==> config.mk <==
export PLATFORM = sky130hd
export DESIGN_NAME = alu_arbiter
export DESIGN_NICKNAME = d
export VERILOG_FILES = /design/src/rtl/alu_arbiter.sv
export SDC_FILE = /design/constraint.sdc
export NUM_CORES = 1
export LEC_CHECK = 0
export CAP_MARGIN = 15
export CORE_MARGIN = 4
export CORE_UTILIZATION = 40
export DETAILED_ROUTE_END_ITERATION = 10
export MAX_ROUTING_LAYER = met4
export PLACE_DENSITY = 0.85
export SYNTH_ARGS = -nofsm -noshare
export SYNTH_HDL_FRONTEND = slang
export SYNTH_SLANG_ARGS = --single-unit
==> constraint.sdc <==
create_clock -name clk -period 3.2 [get_ports clk]
set_input_delay 0.32 -clock clk [delete_from_list [all_inputs] [get_ports clk]]
set_output_delay 0.32 -clock clk [all_outputs]
set_load 0.01 [all_outputs]
==> src/rtl/alu_arbiter.sv <==
// ---------------------------------------------------------------------------
// alu_arbiter
//
// Shares one registered ALU (one-cycle result latency) between NREQ
// requesters. Requests are arbitrated round-robin. The winner's op-code and
// operands are registered onto the ALU inputs, and the ALU result is captured
// and held until the owning requester accepts it. Only one operation is in
// flight at a time.
//
// Optional feature macro: ALU_ARB_FASTPATH_EN
//   When defined, the cycle that completes a response handshake also
//   arbitrates and can accept a new request. Back-to-back ops then take
//   3 cycles instead of 4.
//
// Ports:
//   clk          in   rising-edge system clock
//   resetn       in   asynchronous active-low reset
//   req_valid    in   [NREQ]         request valid per requester
//   req_ready    out  [NREQ]         request accepted (one-hot or zero)
//   req_ctrl     in   [NREQ*CTRL_W]  packed op-codes, requester i at [i*CTRL_W +: CTRL_W]
//   req_a        in   [NREQ*DATA_W]  packed operand A, same packing
//   req_b        in   [NREQ*DATA_W]  packed operand B, same packing
//   rsp_valid    out  [NREQ]         result valid per requester (one-hot or zero)
//   rsp_ready    in   [NREQ]         requester accepts result
//   rsp_data     out  [DATA_W]       shared result bus, qualified by rsp_valid
//   alu_ctrl     out  [CTRL_W]       registered ALU op-code
//   alu_a        out  [DATA_W]       registered ALU operand A
//   alu_b        out  [DATA_W]       registered ALU operand B
//   alu_y        in   [DATA_W]       ALU result (valid in CAPT)
//   dbg_state_o  out  [2]            current FSM state (IDLE=0 EXEC=1 CAPT=2 RESP=3)
//
// Handshake semantics (both channels): a transfer happens on a rising edge
// where valid and ready are both high. The sender holds valid and its payload
// stable until that edge. req_ready is combinational from req_valid and is
// only raised for a requester whose req_valid is high. rsp_valid/rsp_data
// are registered and held until the owner's rsp_ready completes the transfer.
// ---------------------------------------------------------------------------
module alu_arbiter #(
    parameter int NREQ   = 2,
    parameter int DATA_W = 16,
    parameter int CTRL_W = 4
) (
    input  logic                     clk,
    input  logic                     resetn,
    input  logic [NREQ-1:0]          req_valid,
    output logic [NREQ-1:0]          req_ready,
    input  logic [NREQ*CTRL_W-1:0]   req_ctrl,
    input  logic [NREQ*DATA_W-1:0]   req_a,
    input  logic [NREQ*DATA_W-1:0]   req_b,
    output logic [NREQ-1:0]          rsp_valid,
    input  logic [NREQ-1:0]          rsp_ready,
    output logic [DATA_W-1:0]        rsp_data,
    output logic [CTRL_W-1:0]        alu_ctrl,
    output logic [DATA_W-1:0]        alu_a,
    output logic [DATA_W-1:0]        alu_b,
    input  logic [DATA_W-1:0]        alu_y,
    output logic [1:0]               dbg_state_o
);

    localparam int OWN_W = (NREQ > 1) ? $clog2(NREQ) : 1;

    typedef enum logic [1:0] {
        IDLE = 2'd0,
        EXEC = 2'd1,
        CAPT = 2'd2,
        RESP = 2'd3
    } state_e;

    state_e              state_q, state_d;
    logic [OWN_W-1:0]    owner_q, owner_d;
    logic [OWN_W-1:0]    last_q, last_d;
    logic [NREQ-1:0]     rsp_valid_q, rsp_valid_d;
    logic [DATA_W-1:0]   rsp_data_q, rsp_data_d;
    logic [CTRL_W-1:0]   alu_ctrl_q, alu_ctrl_d;
    logic [DATA_W-1:0]   alu_a_q, alu_a_d;
    logic [DATA_W-1:0]   alu_b_q, alu_b_d;

    logic                any_req;
    logic                found;
    logic [OWN_W-1:0]    grant_idx;
    logic                take;

    // Round-robin pick: first valid requester strictly after last_q, wrapping.
    // Searching k = 1..NREQ means last_q itself is considered last.
    always_comb begin
        any_req   = |req_valid;
        found     = 1'b0;
        grant_idx = last_q;
        for (int k = 1; k <= NREQ; k++) begin
            if (!found && req_valid[(int'(last_q) + k) % NREQ]) begin
                found     = 1'b1;
                grant_idx = OWN_W'((int'(last_q) + k) % NREQ);
            end
        end
    end

    always_comb begin
        state_d     = state_q;
        owner_d     = owner_q;
        last_d      = last_q;
        rsp_valid_d = rsp_valid_q;
        rsp_data_d  = rsp_data_q;
        alu_ctrl_d  = alu_ctrl_q;
        alu_a_d     = alu_a_q;
        alu_b_d     = alu_b_q;
        req_ready   = '0;
        take        = 1'b0;

        case (state_q)
            IDLE: begin
                take = any_req;
            end
            EXEC: begin
                // ALU registers alu_* at the end of this cycle.
                state_d = CAPT;
            end
            CAPT: begin
                rsp_data_d           = alu_y;
                rsp_valid_d[owner_q] = 1'b1;
                state_d              = RESP;
            end
            RESP: begin
                // Only the owner's rsp_ready completes the response.
                if (rsp_ready[owner_q]) begin
                    rsp_valid_d = '0;
                    state_d     = IDLE;
`ifdef ALU_ARB_FASTPATH_EN
                    take = any_req;
`endif
                end
            end
            default: begin
                state_d = IDLE;
            end
        endcase

        if (take) begin
            req_ready[grant_idx] = 1'b1;
            alu_ctrl_d = req_ctrl[int'(grant_idx)*CTRL_W +: CTRL_W];
            alu_a_d    = req_a[int'(grant_idx)*DATA_W +: DATA_W];
            alu_b_d    = req_b[int'(grant_idx)*DATA_W +: DATA_W];
            owner_d    = grant_idx;
            last_d     = grant_idx;
            state_d    = EXEC;
        end
    end

    always_ff @(posedge clk or negedge resetn) begin
        if (!resetn) begin
            state_q     <= IDLE;
            owner_q     <= '0;
            last_q      <= OWN_W'(NREQ - 1);
            rsp_valid_q <= '0;
            rsp_data_q  <= '0;
            alu_ctrl_q  <= '0;
            alu_a_q     <= '0;
            alu_b_q     <= '0;
        end else begin
            state_q     <= state_d;
            owner_q     <= owner_d;
            last_q      <= last_d;
            rsp_valid_q <= rsp_valid_d;
            rsp_data_q  <= rsp_data_d;
            alu_ctrl_q  <= alu_ctrl_d;
            alu_a_q     <= alu_a_d;
            alu_b_q     <= alu_b_d;
        end
    end

    assign rsp_valid   = rsp_valid_q;
    assign rsp_data    = rsp_data_q;
    assign alu_ctrl    = alu_ctrl_q;
    assign alu_a       = alu_a_q;
    assign alu_b       = alu_b_q;
    assign dbg_state_o = state_q;

endmodule
# [Word level (Yosys, flattened, before mapping)]
# Cells that the tools add are included.
[totals] ff_bits=58 latchBits=0 ram_bits=0 romBits=0 in_bits=94 output_inout_bits=58 wordCells=58 mem_count=0
[op_classes] addsub=2 multipliers=0 div_mod_pow=0 magnitude_cmp=6 n_eq_ne=5 shift=3 n_mux=21 n_bitwise=3 n_reduce_logical=10
[ops] operator="$shiftx A32 B6 Y16" n=2
[ops] operator="$mux W1" n=14
[ops] operator="$shiftx A8 B4 Y4" n=1
[ops] operator="$lt A2 B3 Y1 const B" n=2
[ops] operator="$mux W2" n=3
[ops] operator="$pmux W2 S3" n=1
[ops] operator="$eq A2 B2 Y1 const B" n=2
[ops] operator="$lt A1 B2 Y1 const B" n=2
[ops] operator="$pmux W2 S2" n=1
[ops] operator="$reduce_and A2 Y1" n=2
[ops] operator="$reduce_bool A4 Y1" n=1
[ops] operator="$logic_and A1 B1 Y1" n=3
[ops] operator="$ne A3 B3 Y1 const B" n=1
[ops] operator="$add A1 B1 Y1 const B" n=2
[ops] operator="$and A1 B1 Y1 const A" n=2
[ops] operator="$demux W1 S1" n=2
[ops] operator="$eq A2 B1 Y1 const B" n=1
[ops] operator="$ge A1 B1 Y1 const B" n=2
[ops] operator="$logic_not A2 Y1" n=1
[ops] operator="$ne A2 B2 Y1 const B" n=1
[ops] operator="$or A2 B2 Y2" n=1
[ops] operator="$reduce_bool A2 Y1" n=1
[ops] operator="$reduce_or A2 Y1" n=1
[ops] operator="$logic_not A1 Y1" n=1

# [Logic depth before layout (Yosys ltp)]
[logic_depth] ltp_word=14 ltp_mapped=6 depth_no_buf=3

# [Least setup slack after synthesis]
# No wires, ideal clock.
[synth_path] path_type="reg-to-reg" from="reg state_q[1] (netlist: dbg_state_o[1])" to="reg rsp_data_q[10] (netlist: rsp_data[10])" setup_time_ns=0.125 t_arrival_ns=1.372 required_ns=3.075 setup_slack_ns=1.703 path_stages_with_launch=6 path_buffers=2 synth_period_minus_slack_ns=1.497 cell_sequence="dfrtp_1 > buf_4 > inv_1 > nor2_2 > buf_4 > mux2_2"
[synth_via] elab_chain_cells=1
[synth_rtl] item="start: declaration" line="69" text="state_e state_q, state_d;"
[synth_rtl] item="start signal: assignment" line="159" text="state_q <= state_d;"
[synth_rtl] item="$eq A2 B2 Y1" line="109" text="case (state_q)"
[synth_rtl] item="end signal: assignment" line="163" text="rsp_data_q <= rsp_data_d;"
[synth_rtl] item="end: declaration" line="73" text="logic [DATA_W-1:0] rsp_data_q, rsp_data_d;"
# Every way passes these cells.
# A chain may end at the register's enable or synchronous reset.

# [Worst setup path in the final report]
[layout_path] from="reg state_q[1] (netlist: dbg_state_o[1])" to="out req_ready[1]"
[layout_via] elab_chain_cells=3
[layout_rtl] item="$logic_not A2 Y1" line="109"
[layout_rtl] item="$mux W1" line="109"
[layout_rtl] item="$mux W2" line="137" text="if (take) begin"
[layout_rtl] item="end: declaration" line="46" text="output logic [NREQ-1:0] req_ready,"
# Every way passes these cells.

==> flow_metrics.py <==
metrics = {
    "min_path": {
        "hp-class": "in -> async",
    },
    "placed_design": {
        "place_hpwl_microns": 5390,
        "portBuffers": 151,
        "place.gp.congestion": 0.749,
    },
    "finish": {
        "final_nets": 430,
        "syn2layout_area_growth_pct": 70.1,
        "layout_common_cells": "clkdlybuf4s50_1 (150), dfrtp_1 (57), a221o_1 (36)",
        "diodes": 0,
        "fillers": 448,
        "final_common_cell": "clkdlybuf4s50_1",
        "drive_gt1_share_pct": 12.0,
    },
    "job": {
        "cap_violations": 0,
    },
    "route": {
        "drt_iter0_markers": 92,
        "ant_nets": 0,
        "drt-pass1-iter-count": 4,
        "route.detailed.wl_per_inst_microns": 19.0,
        "vias": 2285,
        "post_drt_via_cell_ratio": 5.49,
        "drc": 0,
        "finalWirelength_microns": 7890,
    },
    "timing": {
        "worstMarginPinSlew_ns": 0.802,
        "hold_ws_ns": 0.0173,
        "fmax_mhz": 477,
        "final.min_clock_period_ns": 2.10,
        "timing.final.crit_share_pct": 65.6,
        "maxSlewViolCount": 0,
        "final-setup-viol-count": 0,
        "rsz0062_at_grt": "no",
        "skew_ns": 0.0105,
        "relSlewSlack_pct": 46.5,
        "setup_tns_ns": 0,
        "hold_violations": 0,
    },
    "worst_setup_path": {
        "start_kind": "flop",
        "path_max_fanout": 9,
        "endpoint_kind": "output port",
        "required_ns": 2.88,
        "arrival_ns": 1.78,
        "rr_startpoint": "dbg_state_o[1]",
        "worstSetupPathType": "reg -> out",
        "cp-startpoint": "dbg_state_o[1]",
    },
    "floorplan": {
        "start_util_pct": 41.9,
        "core_sq_um": 5990,
        "die_w_microns": 87.2,
        "dieArea_sq_um": 7600,
        "die_height_microns": 87.2,
        "rows": 28,
        "ioPinCount": 152,
    },
    "grt": {
        "grt-ovfl-total": 0,
        "antenna_found_initial": 0,
        "grt_max_degree": 52,
        "grt_first_pass_wirelength_microns": 12300,
        "grt_pass1_vias": 2481,
        "grtUsageTotal_pct": 22.1,
    },
    "cts": {
        "cts-root-buf": "clkbuf_8",
        "cts-resized-gates": 0,
        "insertion_delay_ns": 0.33,
        "hold_buffers": 0,
        "cts.sinks": 58,
        "clk_pin_slew_ns": 0.07,
        "cts_buffers": 9,
        "clock_path_buffers": 2,
        "post_cts_buffers": 0,
        "cts_max_level": 3,
        "cts_tree": "built",
    },
    "synthesis": {
        "syn_nets": 281,
        "synth.top_cell.area_share_pct": 56.9,
        "syn_area_per_cell_sq_um": 13.4,
        "synthCells": 187,
        "ys_types": 23,
        "yosys-top-cells-area": "dfrtp_1 (57%), a221o_1 (14%), a21boi_0 (10%), mux2_2 (7.2%), buf_4 (1.5%)",
        "ys_warn_count": 0,
        "synth-seq-area-share_pct": 57.9,
        "ys_seq_elements": 58,
        "netlist_area_sq_um": 2510,
        "synth-async-reset-ratio_pct": 100,
        "netlist.top_cell.by_area": "dfrtp_1",
        "synth_edf_count": 0,
        "ys.flop_type": "dfrtp_1",
    },
    "power_and_ir_drop": {
        "powerDensity_nw_per_um2": 893,
        "leakage_uw": 0.00177,
        "peakVddDrop_mv": 0.515,
        "p_total_uw": 3810,
    },
    "outcome": {
        "status": "finished clean",
    },
}
## cell type report
cell class / instances / area (sq um) / share of cell area [%]
Timing Repair Buffer: 156 / 1560 / 36.6
Sequential cell: 58 / 1450 / 34.0
Multi-Input combinational cell: 108 / 930 / 21.8
Clock buffer: 15 / 186 / 4.37
Tap cell: 75 / 93.8 / 2.20
Clock inverter: 1 / 30.0 / 0.704
Inverter: 3 / 11.3 / 0.264
## cell families after synthesis
family,Yosys count,share of synthesized area [%]
AO/OA/AOI/OAI,80,26.8
flip-flops,58,57.9
buffers and inverters,21,5.04
multiplexers,17,7.58
AND/OR/NAND/NOR,11,2.64
## routing by layer
layer	GRT usage [%]	vias to the layer above	wire [microns]
met4	10.5	0	186
met5	-	-	0
li1	-	1034	-
met3	4.45	14	582
met1	26.6	1129	3180
met2	35.7	108	3940
## worst paths after layout
path | to | cells past startpoint | slack [ns]
min reg2reg | rsp_data[13] | 1 | 0.50
min | rsp_data[5] | 1 | 0.02
min in group clk | rsp_data[13] | 1 | 0.50
max | req_ready[1] | 3 | 1.10
max reg2reg | rsp_data[6] | 3 | 1.38
max in group asynchronous | last_q | 3 | 2.35
## metrics by stage
stage,setup slack [ns],cells,util [%],instance area (sq um)
after global routing,1.06,416,71.2,4270
after global placement,1.20,399,67.2,4020
after CTS,1.09,415,70.8,4240
after floorplan,1.70,187,-,2510
after detailed placement,1.15,399,67.2,4020
final,1.10,416,71.2,4270
## where the power goes
group / switching (uW) / internal, uW
combinational: 690 / 1100
sequential: 208 / 1090
clock: 281 / 446
total: 1180 / 2630
## synth_stat cells, types with 2 or more instances
master and instances:
nor2_1 4, mux2_2 16, buf_2 4, inv_1 3, buf_4 5, a21oi_1 6
a31oi_1 2, buf_6 3, clkbuf_1 5, dfrtp_1 57, a21boi_0 35, a221o_1 36
## worst max-delay path, cell delays in order, from the launching register on
cell and delay, ns:
dfrtp_1 0.49, nor2_4 0.18, and3_1 0.22, clkdlybuf4s50_1 0.55
## registers in the layout, indices dropped and copies added, names as in the netlist
| register | cells |
|---|---|
| alu_a | 16 |
| alu_b | 16 |
| alu_ctrl | 4 |
| dbg_state_o | 2 |
| last_q | 1 |
| owner_q | 1 |
| rsp_data | 16 |
| rsp_valid | 2 |
(Power assumes the default switching activity.)
